==> src/rtl/seg7_pkg.sv <==
`default_nettype none
// ============================================================================
//  Module      : seg7_pkg
//  Description : Shared 7-segment definitions. Holds the active-low segment
//                patterns (bit 0 = a ... bit 6 = g), the blank code and the
//                capture FSM state type.
//  Revision    : 1.0  initial release
// ============================================================================
package seg7_pkg;

    // Active-low patterns: a 0 bit lights the segment.
    localparam logic [6:0] SEG_0     = 7'b1000000;
    localparam logic [6:0] SEG_1     = 7'b1111001;
    localparam logic [6:0] SEG_2     = 7'b0100100;
    localparam logic [6:0] SEG_3     = 7'b0110000;
    localparam logic [6:0] SEG_4     = 7'b0011001;
    localparam logic [6:0] SEG_5     = 7'b0010010;
    localparam logic [6:0] SEG_6     = 7'b0000010;
    localparam logic [6:0] SEG_7     = 7'b1111000;
    localparam logic [6:0] SEG_8     = 7'b0000000;
    localparam logic [6:0] SEG_9     = 7'b0010000;
    localparam logic [6:0] SEG_BLANK = 7'b1111111;

    // Code reported for a dark digit; also the reset value of every slice.
    localparam logic [3:0] BLANK_CODE = 4'hF;

    // Settling tracker states.
    typedef enum logic [1:0] {
        CHANGING = 2'd0,  // sample just differed from the previous one
        COUNT    = 2'd1,  // repeats seen, waiting for the settle threshold
        DONE     = 2'd2   // captured once, idle until the bus moves again
    } state_t;

    // True when exactly one bit is set; strobes are at most 8 wide.
    function automatic logic is_onehot(input logic [7:0] v);
        return (v != 8'd0) && ((v & (v - 8'd1)) == 8'd0);
    endfunction

endpackage
`default_nettype wire

==> src/rtl/seg7_decode.sv <==
`default_nettype none
// ============================================================================
//  Module      : seg7_decode
//  Description : Combinational active-low 7-segment pattern to digit decoder.
//                Recognises 0..9 and blank; anything else is flagged invalid.
//  Revision    : 1.0  initial release
// ============================================================================
module seg7_decode
    import seg7_pkg::*;
(
    input  logic [6:0] i_leds,
    output logic       o_ok,
    output logic [3:0] o_code
);

    // Pattern lookup; invalid patterns report blank code with o_ok low.
    always_comb begin
        o_ok   = 1'b1;
        o_code = BLANK_CODE;
        case (i_leds)
            SEG_0:     o_code = 4'd0;
            SEG_1:     o_code = 4'd1;
            SEG_2:     o_code = 4'd2;
            SEG_3:     o_code = 4'd3;
            SEG_4:     o_code = 4'd4;
            SEG_5:     o_code = 4'd5;
            SEG_6:     o_code = 4'd6;
            SEG_7:     o_code = 4'd7;
            SEG_8:     o_code = 4'd8;
            SEG_9:     o_code = 4'd9;
            SEG_BLANK: o_code = BLANK_CODE;
            default: begin
                o_ok   = 1'b0;
                o_code = BLANK_CODE;
            end
        endcase
    end

endmodule
`default_nettype wire

==> src/rtl/seg7_frame_decoder.sv <==
`default_nettype none
// ============================================================================
//  Module      : seg7_frame_decoder
//  Description : Watches a multiplexed active-low 7-segment scan bus, waits for
//                each {strobe, pattern} pair to settle, decodes it into a
//                per-position 4-bit code and signals complete frames.
//  Revision    : 1.0  initial release
// ============================================================================
module seg7_frame_decoder
    import seg7_pkg::*;
#(
    parameter int NDIG   = 4,  // multiplexed digit positions, 1..8
    parameter int STABLE = 3   // identical samples required before capture, 2..15
) (
    input  logic                clk,
    input  logic                reset,
    input  logic [6:0]          leds,
    input  logic [NDIG-1:0]     dig_sel,
    output logic [4*NDIG-1:0]   bcd,
    output logic [NDIG-1:0]     digit_ok,
    output logic                frame_valid,
    output logic                err
);

    localparam int         c_sample_w = NDIG + 7;
    localparam logic [3:0] c_stable   = 4'(STABLE);

    // Sampled bus and settle tracking.
    logic [c_sample_w-1:0] r_sample;
    logic [3:0]            r_cnt;
    state_t                r_state;
    state_t                w_state_next;
    logic [c_sample_w-1:0] w_new;
    logic                  w_same;
    logic                  w_capture;

    // Capture path.
    logic [NDIG-1:0]       w_cap_sel;
    logic [6:0]            w_cap_leds;
    logic                  w_dec_ok;
    logic [3:0]            w_dec_code;
    logic                  w_onehot;
    logic                  w_zero;
    logic [NDIG-1:0]       w_mask_next;

    // Output and frame bookkeeping registers.
    logic [4*NDIG-1:0]     r_bcd;
    logic [NDIG-1:0]       r_digit_ok;
    logic [NDIG-1:0]       r_mask;
    logic                  r_frame_valid;
    logic                  r_err;

    assign w_new  = {dig_sel, leds};
    assign w_same = (w_new == r_sample);

    // Register the bus every cycle; r_cnt counts identical samples held so far.
    always_ff @(posedge clk) begin
        if (reset) begin
            r_sample <= '0;
            r_cnt    <= 4'd0;
        end else begin
            r_sample <= w_new;
            if (!w_same) begin
                r_cnt <= 4'd1;
            end else if (r_cnt != c_stable) begin
                r_cnt <= r_cnt + 4'd1;
            end
        end
    end

    // Settle tracker state register.
    always_ff @(posedge clk) begin
        if (reset) begin
            r_state <= CHANGING;
        end else begin
            r_state <= w_state_next;
        end
    end

    // Next state and capture strobe; a moving bus always restarts tracking.
    always_comb begin
        w_state_next = r_state;
        w_capture    = 1'b0;
        case (r_state)
            CHANGING: begin
                if (w_same) begin
                    w_state_next = COUNT;
                end
            end
            COUNT: begin
                // The held sample has been seen STABLE times: take it once.
                if (r_cnt == c_stable) begin
                    w_capture    = 1'b1;
                    w_state_next = DONE;
                end
            end
            DONE: begin
                w_state_next = DONE;
            end
            default: begin
                w_state_next = CHANGING;
            end
        endcase
        if (!w_same) begin
            w_state_next = CHANGING;
        end
    end

    // The capture always uses the settled sample, never the live bus.
    assign w_cap_sel   = r_sample[c_sample_w-1:7];
    assign w_cap_leds  = r_sample[6:0];
    assign w_onehot    = is_onehot(8'(w_cap_sel));
    assign w_zero      = (w_cap_sel == '0);
    assign w_mask_next = r_mask | w_cap_sel;

    seg7_decode u_decode (
        .i_leds (w_cap_leds),
        .o_ok   (w_dec_ok),
        .o_code (w_dec_code)
    );

    // Apply a capture to the digit slices, validity bits and frame mask.
    always_ff @(posedge clk) begin
        if (reset) begin
            r_bcd         <= '1;
            r_digit_ok    <= '0;
            r_mask        <= '0;
            r_frame_valid <= 1'b0;
            r_err         <= 1'b0;
        end else begin
            r_frame_valid <= 1'b0;
            r_err         <= 1'b0;
            if (w_capture) begin
                if (w_onehot) begin
                    if (w_dec_ok) begin
                        for (int i = 0; i < NDIG; i++) begin
                            if (w_cap_sel[i]) begin
                                r_bcd[4*i +: 4] <= w_dec_code;
                            end
                        end
                        r_digit_ok <= r_digit_ok | w_cap_sel;
                        // Last missing position completes the frame.
                        if (&w_mask_next) begin
                            r_frame_valid <= 1'b1;
                            r_mask        <= '0;
                        end else begin
                            r_mask <= w_mask_next;
                        end
                    end else begin
                        // Unknown pattern: keep old code, drop its validity.
                        r_err      <= 1'b1;
                        r_digit_ok <= r_digit_ok & ~w_cap_sel;
                    end
                end else if (!w_zero) begin
                    // Several strobes at once cannot be attributed to a digit.
                    r_err <= 1'b1;
                end
            end
        end
    end

    assign bcd         = r_bcd;
    assign digit_ok    = r_digit_ok;
    assign frame_valid = r_frame_valid;
    assign err         = r_err;

endmodule
`default_nettype wire

==> config.mk <==
export PLATFORM = sky130hd
export DESIGN_NAME = seg7_frame_decoder
export DESIGN_NICKNAME = d
export VERILOG_FILES = /design/src/rtl/seg7_pkg.sv /design/src/rtl/seg7_decode.sv /design/src/rtl/seg7_frame_decoder.sv
export SDC_FILE = /design/constraint.sdc
export NUM_CORES = 1
export LEC_CHECK = 0
export BUFFER_PORTS_ARGS = -buffer_cell sky130_fd_sc_hd__buf_2
export CAP_MARGIN = 20
export CORE_ASPECT_RATIO = 1.25
export CORE_MARGIN = 3
export CORE_UTILIZATION = 59
export DETAILED_ROUTE_END_ITERATION = 10
export GPL_TIMING_DRIVEN = 0
export PLACE_DENSITY = 0.82
export SLEW_MARGIN = 20
export SYNTH_ARGS = -nofsm -noshare
export SYNTH_HDL_FRONTEND = slang
export SYNTH_SLANG_ARGS = --single-unit
==> constraint.sdc <==
create_clock -name clk -period 4.1 [get_ports clk]
set_input_delay 1.025 -clock clk [delete_from_list [all_inputs] [get_ports clk]]
set_output_delay 1.025 -clock clk [all_outputs]
set_load 0.05 [all_outputs]
==> results of run 1 <==
[path summary, 6_finish.rpt]
kind,startpoint,endpoint,slack (ns),cells after the start
hold / removal,r_mask[0],r_mask[0],0.47,2
setup reg to reg,r_cnt[0],bcd[9],1.47,5
hold reg to reg,r_mask[0],r_mask[0],0.47,2
setup / recovery,r_cnt[0],bcd[9],1.47,5
[power groups by stage]
stage          sequential, uW  clock [uW]  combinational [uW]
4_1_cts                   428         335                98.7
3_5_place_dp              438           0                98.0
5_1_grt                   429         359                 111
2_1_floorplan             436           0                73.6
3_3_place_gp              437           0                96.8
6_report                  428         335                99.9
[worst max-delay path: cells and delay by family (launching register included)]
kind | cells | cell delay, ns
flip-flops | 1 | 0.39
AO/OA/AOI/OAI | 2 | 0.99
AND/OR/NAND/NOR | 2 | 0.91
adder cells (fa/ha/maj) | 1 | 0.20
[registers in the layout, indices dropped and copies added (netlist names), named ones only]
register	flops
bcd	16
err	1
frame_valid	1
r_cnt	4
r_mask	4
r_sample	11
r_state	2
[cell families after synthesis]
| group | count (synthesis) |
|---|---|
| simple gates | 69 |
| buf+inv | 28 |
| xor+xnor | 16 |
| flops | 43 |
| fa+ha+maj | 4 |
| mux | 7 |
| compound gates | 54 |
[cell type report]
| class | instances | area (um2) |
|---|---|---|
| fillers | 267 | 873 |
| clock inverters | 3 | 43.8 |
| clock buffers | 5 | 68.8 |
| inverters | 7 | 26.3 |
| plain buffers | 21 | 109 |
| repair buffers | 34 | 170 |
| well taps | 37 | 46.3 |
| flip-flops and latches | 43 | 861 |
| multi-input cells | 150 | 1080 |
[Yosys cell counts (2+ instances only)]
master	number
inv_1	7
nor2_1	16
a31oi_1	8
a21boi_0	3
a211oi_1	3
o21a_1	2
buf_2	5
buf_4	2
nand3b_1	3
nor2b_1	11
xnor2_1	14
nand4_1	2
nand3_1	5
o211a_1	2
xor2_1	2
nand2b_1	3
o22ai_1	2
a21o_1	2
a311oi_1	13
nor3_1	9
mux2i_1	7
o32a_1	2
nor4b_1	2
clkbuf_1	11
ha_1	3
nand2_1	3
dfxtp_1	43
a21oi_1	9
buf_6	2
and3_1	2
[metrics by stage]
| step | instance area [um2] | total power [uW] | util (%) | setup slack [ns] | hold WS [ns] |
|---|---|---|---|---|---|
| floorplan | 2070 | 510 | - | 1.86 | 0.435 |
| global placement | 2290 | 534 | 69.7 | 1.30 | 0.447 |
| detailed placement | 2290 | 536 | 69.8 | 1.33 | 0.455 |
| CTS | 2400 | 861 | 73.2 | 1.27 | 0.475 |
| global route | 2410 | 899 | 73.4 | 1.18 | 0.515 |
| finish | 2410 | 863 | 73.4 | 1.47 | 0.471 |
[layer usage]
layer	GRT usage [%]	routed length, um
met1	28.7	1900
met2	37.3	2090
met3	6.23	300
met4	12.6	107
met5	0	0
==> summary.md, run 1 <==
| Metric | Value |
|---|---|
| DRT iter0 DRCs | around 120 |
| Total GRT Usage | a little under a quarter |
| Clock power frac | 38.8% |
| Most frequent cells in the layout | dfxtp_1 (43), buf_2 (39), nor2_1 (16) |
| Synth async-reset ratio | 0% |
| Final hold vios | 0 |
| Most common cell after layout, fill and taps aside | dfxtp_1 |
| Adder-Cell Fraction of Synth Area | 2.30% |
| Ys Warns | 0 |
| Critical Path Max Stage Delay | ~0.84 ns |
| Worst path required time | 4.26 ns |
| Sequence of cells on the critical path | ha_1 > nor3b_1 > nand3b_1 > a2111oi_1 > a21oi_1 |
| Largest net degree at the start of global routing | 15 |
| Max IR drop VDD | ~380 uV |
| Ant diodes | 0 |
| Avg Cell Area, Syn | between 9 and 10 um2 |
| Inserted Clock Buffers | 5 |
| Sequential Power Share | 49.6% |
| Die H | between 70 and 80 um |
| Number of global-route vias before repair | roughly 1.8k |
| ANT nets after route | 0 |
| RePlAce Congestion | between 0.8 and 0.9 |
| Number of antenna violations at the first check in global routing | 0 |
| Routed vias | 1818 |
| Clk_lat worst skew | approximately 0.3 ns |
| Io pins | 35 |
| Detailed placement HPWL | 3.21 mm |
| Synth Area in XOR/XNOR | between 6 and 7% |
| Crit. End Element | flop |
| Post-synth EDFFs | 0 |
| Layout cells sized above 1 | roughly 22% |
| Post-Syn Area | about 2100 um2 |
| RSZ-0062 raised after global routing | no |
| Outcome | finished, final reports clean |
| Area contributors post-synth | dfxtp_1 (42%), xnor2_1 (5.9%), a311oi_1 (5.5%) |
| Slew Viols, Final | 0 |
| Yosys cell types | 53 |
| Post-synthesis mux area share | between 3 and 4% |
| CTS H-tree depth | 2 |
| Largest family of logic cells by synthesized area | simple AND/OR/NAND/NOR gates |
| DR pass1 iterations | 4 |
| Post-CTS Setup Repair Bufs | 0 |
| Global-route wire length before repair | ~7.8 mm |
| Syn nets | approximately 240 |
| Share of the synthesized area in the top cell type | approximately two fifths |
| Die W | 59.0 um |
| Critical path startpoint category | flop |
| Final worst-path cycle share | 64.3% |
| Final setup violation count | 0 |
| Min Tclk post-route | around 2.6 ns |
| Post_cts resized | 0 |
| Switching Share | between 20% and 30% |
| Clock transition at path regs | around 0.090 ns |
| Core box area | between 3000 and 4000 um2 |
| Synthesized flop and latch total | 43 |
| Root buffer cell | clkbuf_8 |
| Inst Count DP | roughly 290 |
| Leakage | 0.000947 uW |
| Setup CP Type | flop to flop |
| Area Overhead vs Synth | 16.3% |
| Max-slew headroom | roughly 30% |
| Final Non-Filler Cells | 300 |
| PwrDens | 358 nW/um2 |
| Row count | 23 |
| Die Area | about 4300 um2 |
| Slew @ Worst Pin | ~1.0 ns |
| Sw power | 217 uW |
| Slowest CP cell | a2111oi_1 |
| Clk_skew | approximately 0.0064 ns |
| Routed WL per cell | 14.7 um |
| CTS tree | yes |
| Vias per inst | around 6.1 |
| Initial Util | between 60 and 70% |
| Hold Crit Class | flop to flop |
| Compound-cell area share of the yosys netlist | between 10% and 20% |
| Fin nets | approximately 280 |
| Post-synth top flop | dfxtp_1 |
| CTS sink count | 43 |
| Seq/Total Area, Yosys | about two fifths |
| Number of max-cap violations | 0 |
| DRT Wirelength | about 4.4 mm |
| Critical Path Fanout Max | 6 |
| Clock Path Buffers | 2 |
| GRT overflow | 0 |
| P_int | around 650 uW |
| Fmax | ~380 MHz |
| Combinational fraction of design power | 11.6% |
| PortBufs | 34 |
| Synth Area in Simple Gates | about a fifth |
| CTS Hold Bufs | 0 |
| Critical path arrival | approximately 2.8 ns |
| Setup TNS | 0 ns |
| Yosys top cell by area | dfxtp_1 |
| DRC Markers | 0 |
| Synthesized netlist cell count | between 200 and 250 |
Power figures use the tool's default switching activity.
==> run 2, diff against run 1 <==
--- a/config.mk
+++ b/config.mk
@@ -5,14 +5,15 @@
 export SDC_FILE = /design/constraint.sdc
 export NUM_CORES = 1
 export LEC_CHECK = 0
+export ABC_AREA = 1
 export BUFFER_PORTS_ARGS = -buffer_cell sky130_fd_sc_hd__buf_2
 export CAP_MARGIN = 20
 export CORE_ASPECT_RATIO = 1.25
 export CORE_MARGIN = 3
-export CORE_UTILIZATION = 59
+export CORE_UTILIZATION = 50
 export DETAILED_ROUTE_END_ITERATION = 10
 export GPL_TIMING_DRIVEN = 0
-export PLACE_DENSITY = 0.82
+export PLACE_DENSITY = 0.74
 export SLEW_MARGIN = 20
 export SYNTH_ARGS = -nofsm -noshare
 export SYNTH_HDL_FRONTEND = slang
==> constraint.sdc (replaced) <==
create_clock -name clk -period 2.3 [get_ports clk]
set_input_delay 0.575 -clock clk [delete_from_list [all_inputs] [get_ports clk]]
set_output_delay 0.575 -clock clk [all_outputs]
set_load 0.05 [all_outputs]
==> summary.md, run 2 <==
| Metric | Value |
|---|---|
| CTS tree | yes |
| Yosys top cell by area | dfxtp_1 |
| Most common cell after layout, fill and taps aside | nand2_1 |
| PnR worst setup slack | 0.495 ns |
| Detailed placement HPWL | roughly 3.2 mm |
| Final worst-path cycle share | about 80% |
| Outcome | finished, final reports clean |
| Post-Syn Area | ~2000 um2 |
| DRT iter0 DRCs | 85 |
| DR pass1 iterations | 4 |
| Synthesized flop and latch total | 43 |
| Slowest CP cell | dfxtp_1 |
| Final setup violation count | 0 |
| Clock Path Buffers | 2 |
| Clk_skew | roughly 0.0061 ns |
| Worst Reg-to-Reg Cells | 10 |
| Sequence of cells on the critical path | ha_1 > nand3_1 > clkinv_1 > nand2_1 > inv_2 > nand2_2 > nor2_1 > nand2_1 > nand2_1 > nand3_1 |
| Setup crit end | bcd[4] |
| Ant diodes | 0 |
| Synthesized netlist cell count | 292 |
| Leakage | around 0.0011 uW |
| Slew @ Worst Pin | ~0.49 ns |
| CTS H-tree depth | 2 |
| Post-synth top flop | dfxtp_1 |
| Reg2reg end | bcd[4] |
| Share of the synthesized area in the top cell type | a little over two fifths |
| CTS Hold Bufs | 0 |
| Total GRT Usage | a little under a fifth |
| GRT overflow | 0 |
| Fmax | 554 MHz |
| Worst path required time | 2.46 ns |
| Die Area | roughly 4800 um2 |
| R2R setup slack | approximately 0.50 ns |
| Setup TNS | 0 ns |
| RSZ-0062 raised after global routing | no |
| Vias per inst | between 4 and 5 |
| Stages on worst setup path | 10 |
| ANT nets after route | 0 |
| Number of global-route vias before repair | approximately 1.8k |
| CTS sink count | 43 |
| Layout cells sized above 1 | 18.1% |
| Cell mode on critical path | nand2_1 |
| Worst Path Buf+Inv | 2 |
| Final Util | between 60% and 70% |
| Avg Cell Area, Syn | ~6.9 um2 |
| Number of max-cap violations | 0 |
| Syn nets | 308 |
| Final hold vios | 0 |
| Critical Path Max Stage Delay | 0.39 ns |
| Critical path startpoint category | flop |
| Root buffer cell | clkbuf_8 |
| Min Tclk post-route | 1.80 ns |
| Ys Warns | 0 |
| DRC Markers | 0 |
| Setup WS pre-CTS | about 0.53 ns |
| Synth async-reset ratio | 0% |
| Most frequent cells after synthesis | nand2_1 (75), nand3_1 (49), dfxtp_1 (43), nor2_1 (38), inv_1 (19) |
| Delay-heaviest family, CP | simple AND/OR/NAND/NOR gates |
| Number of antenna violations at the first check in global routing | 0 |
| Number of flip-flops under the largest register name | 16 |
| Inserted Clock Buffers | 5 |
| Post-DP Area | around 2300 um2 |
| Fin nets | about 350 |
| RePlAce Congestion | ~0.83 |
| Clk_lat worst skew | slightly below 0.3 ns |
| Largest net degree at the start of global routing | 13 |
| Io pins | 35 |
| Slew Viols, Final | 0 |
| PwrDens | approximately 630 nW/um2 |
| Routed vias | between 1.5k and 2k |
| Initial Util | a little over half |
| Core box area | 3850 um2 |
| Setup CP Type | flop to flop |
| Post-route cell area | between 2000 and 2500 um2 |
| FF-to-FF Start | r_cnt[0] |
| Row count | 25 |
| Critical path launch point | r_cnt[0] |
| Max-slew headroom | 67.5% |
| Critical path arrival | 1.97 ns |
| Post-CTS Setup Repair Bufs | 0 |
| Clock transition at path regs | around 0.08 ns |
| Count leader, synth | nand2_1 |
| Crit. End Element | flop |
| Post_cts resized | 0 |
| Yosys cell types | 22 |
| DRT Wirelength | 4.11 mm |
| PortBufs | 33 |
| Global-route wire length before repair | 7.56 mm |
| Die H | roughly 77 um |
| Area contributors post-synth | dfxtp_1 (43%), nand2_1 (14%), nand3_1 (12%) |
| Hold Crit Class | flop to flop |
| Area Overhead vs Synth | 16.6% |
| Critical Path Fanout Max | 9 |
| Post-synth EDFFs | 0 |
| Routed WL per cell | 10.6 um |
| Max IR drop VDD | 373 uV |
| Seq/Total Area, Yosys | between 40 and 50% |
| Die W | about 63 um |
| Most frequent cells in the layout | nand2_1 (75), nand3_1 (49), dfxtp_1 (43) |
run 2: per-layer routing:
layer  up-vias  global-route usage, %  routed length (um)
li1       1020                      -                   -
met1       828                   22.0                1800
met2        39                   34.5                2080
met3         5                   4.69                 179
met4         0                   5.30                  49
met5         -                      0                   0
run 2: per-stage QoR:
step / hold slack [ns] / cells / total power [uW]
2_1_floorplan: 0.444 / 292 / 893
5_1_grt: 0.487 / 386 / 1550
6_report: 0.455 / 386 / 1480
3_3_place_gp: 0.436 / 379 / 933
4_1_cts: 0.459 / 386 / 1490
3_5_place_dp: 0.439 / 379 / 934
run 2: how the worst min path moves through the flow:
stage / start / endpoint / slack, ns / depth (start not counted)
after detailed placement: bcd[1] / bcd[1] / 0.44 / 2
after CTS: bcd[1] / bcd[1] / 0.46 / 2
after global routing: bcd[13] / bcd[13] / 0.49 / 2
final: bcd[12] / bcd[12] / 0.45 / 2
after global placement: bcd[3] / bcd[3] / 0.44 / 2
after floorplan: r_mask[0] / r_mask[0] / 0.44 / 2
run 2: power by group:
part	switching, uW	internal, uW	total, uW
logic	92.0	53.4	145
clock network	242	318	560
registers	15.2	755	770
run 2: logic make-up after synthesis:
family | Yosys count | share of synthesized area, %
AND/OR/NAND/NOR | 179 | 38.4
flip-flops | 43 | 42.7
buffers and inverters | 37 | 7.69
AO/OA/AOI/OAI | 20 | 5.08
XOR/XNOR | 10 | 4.34
adder cells (fa/ha/maj) | 3 | 1.86
run 2: worst reg2reg max path, delay by kind of cell (launching register included):
kind | cells | cell delay, ns
simple gates | 7 | 0.91
flops | 1 | 0.39
fa+ha+maj | 1 | 0.25
buf+inv | 2 | 0.12
run 2: layout make-up:
type | instances | area, um2
plain buffers | 7 | 42.5
clock buffers | 6 | 72.6
fillers | 399 | 1490
multi-input cells | 212 | 1000
inverters | 30 | 113
repair buffers | 33 | 165
clock inverters | 1 | 30.0
well taps | 54 | 67.6
flip-flops and latches | 43 | 861
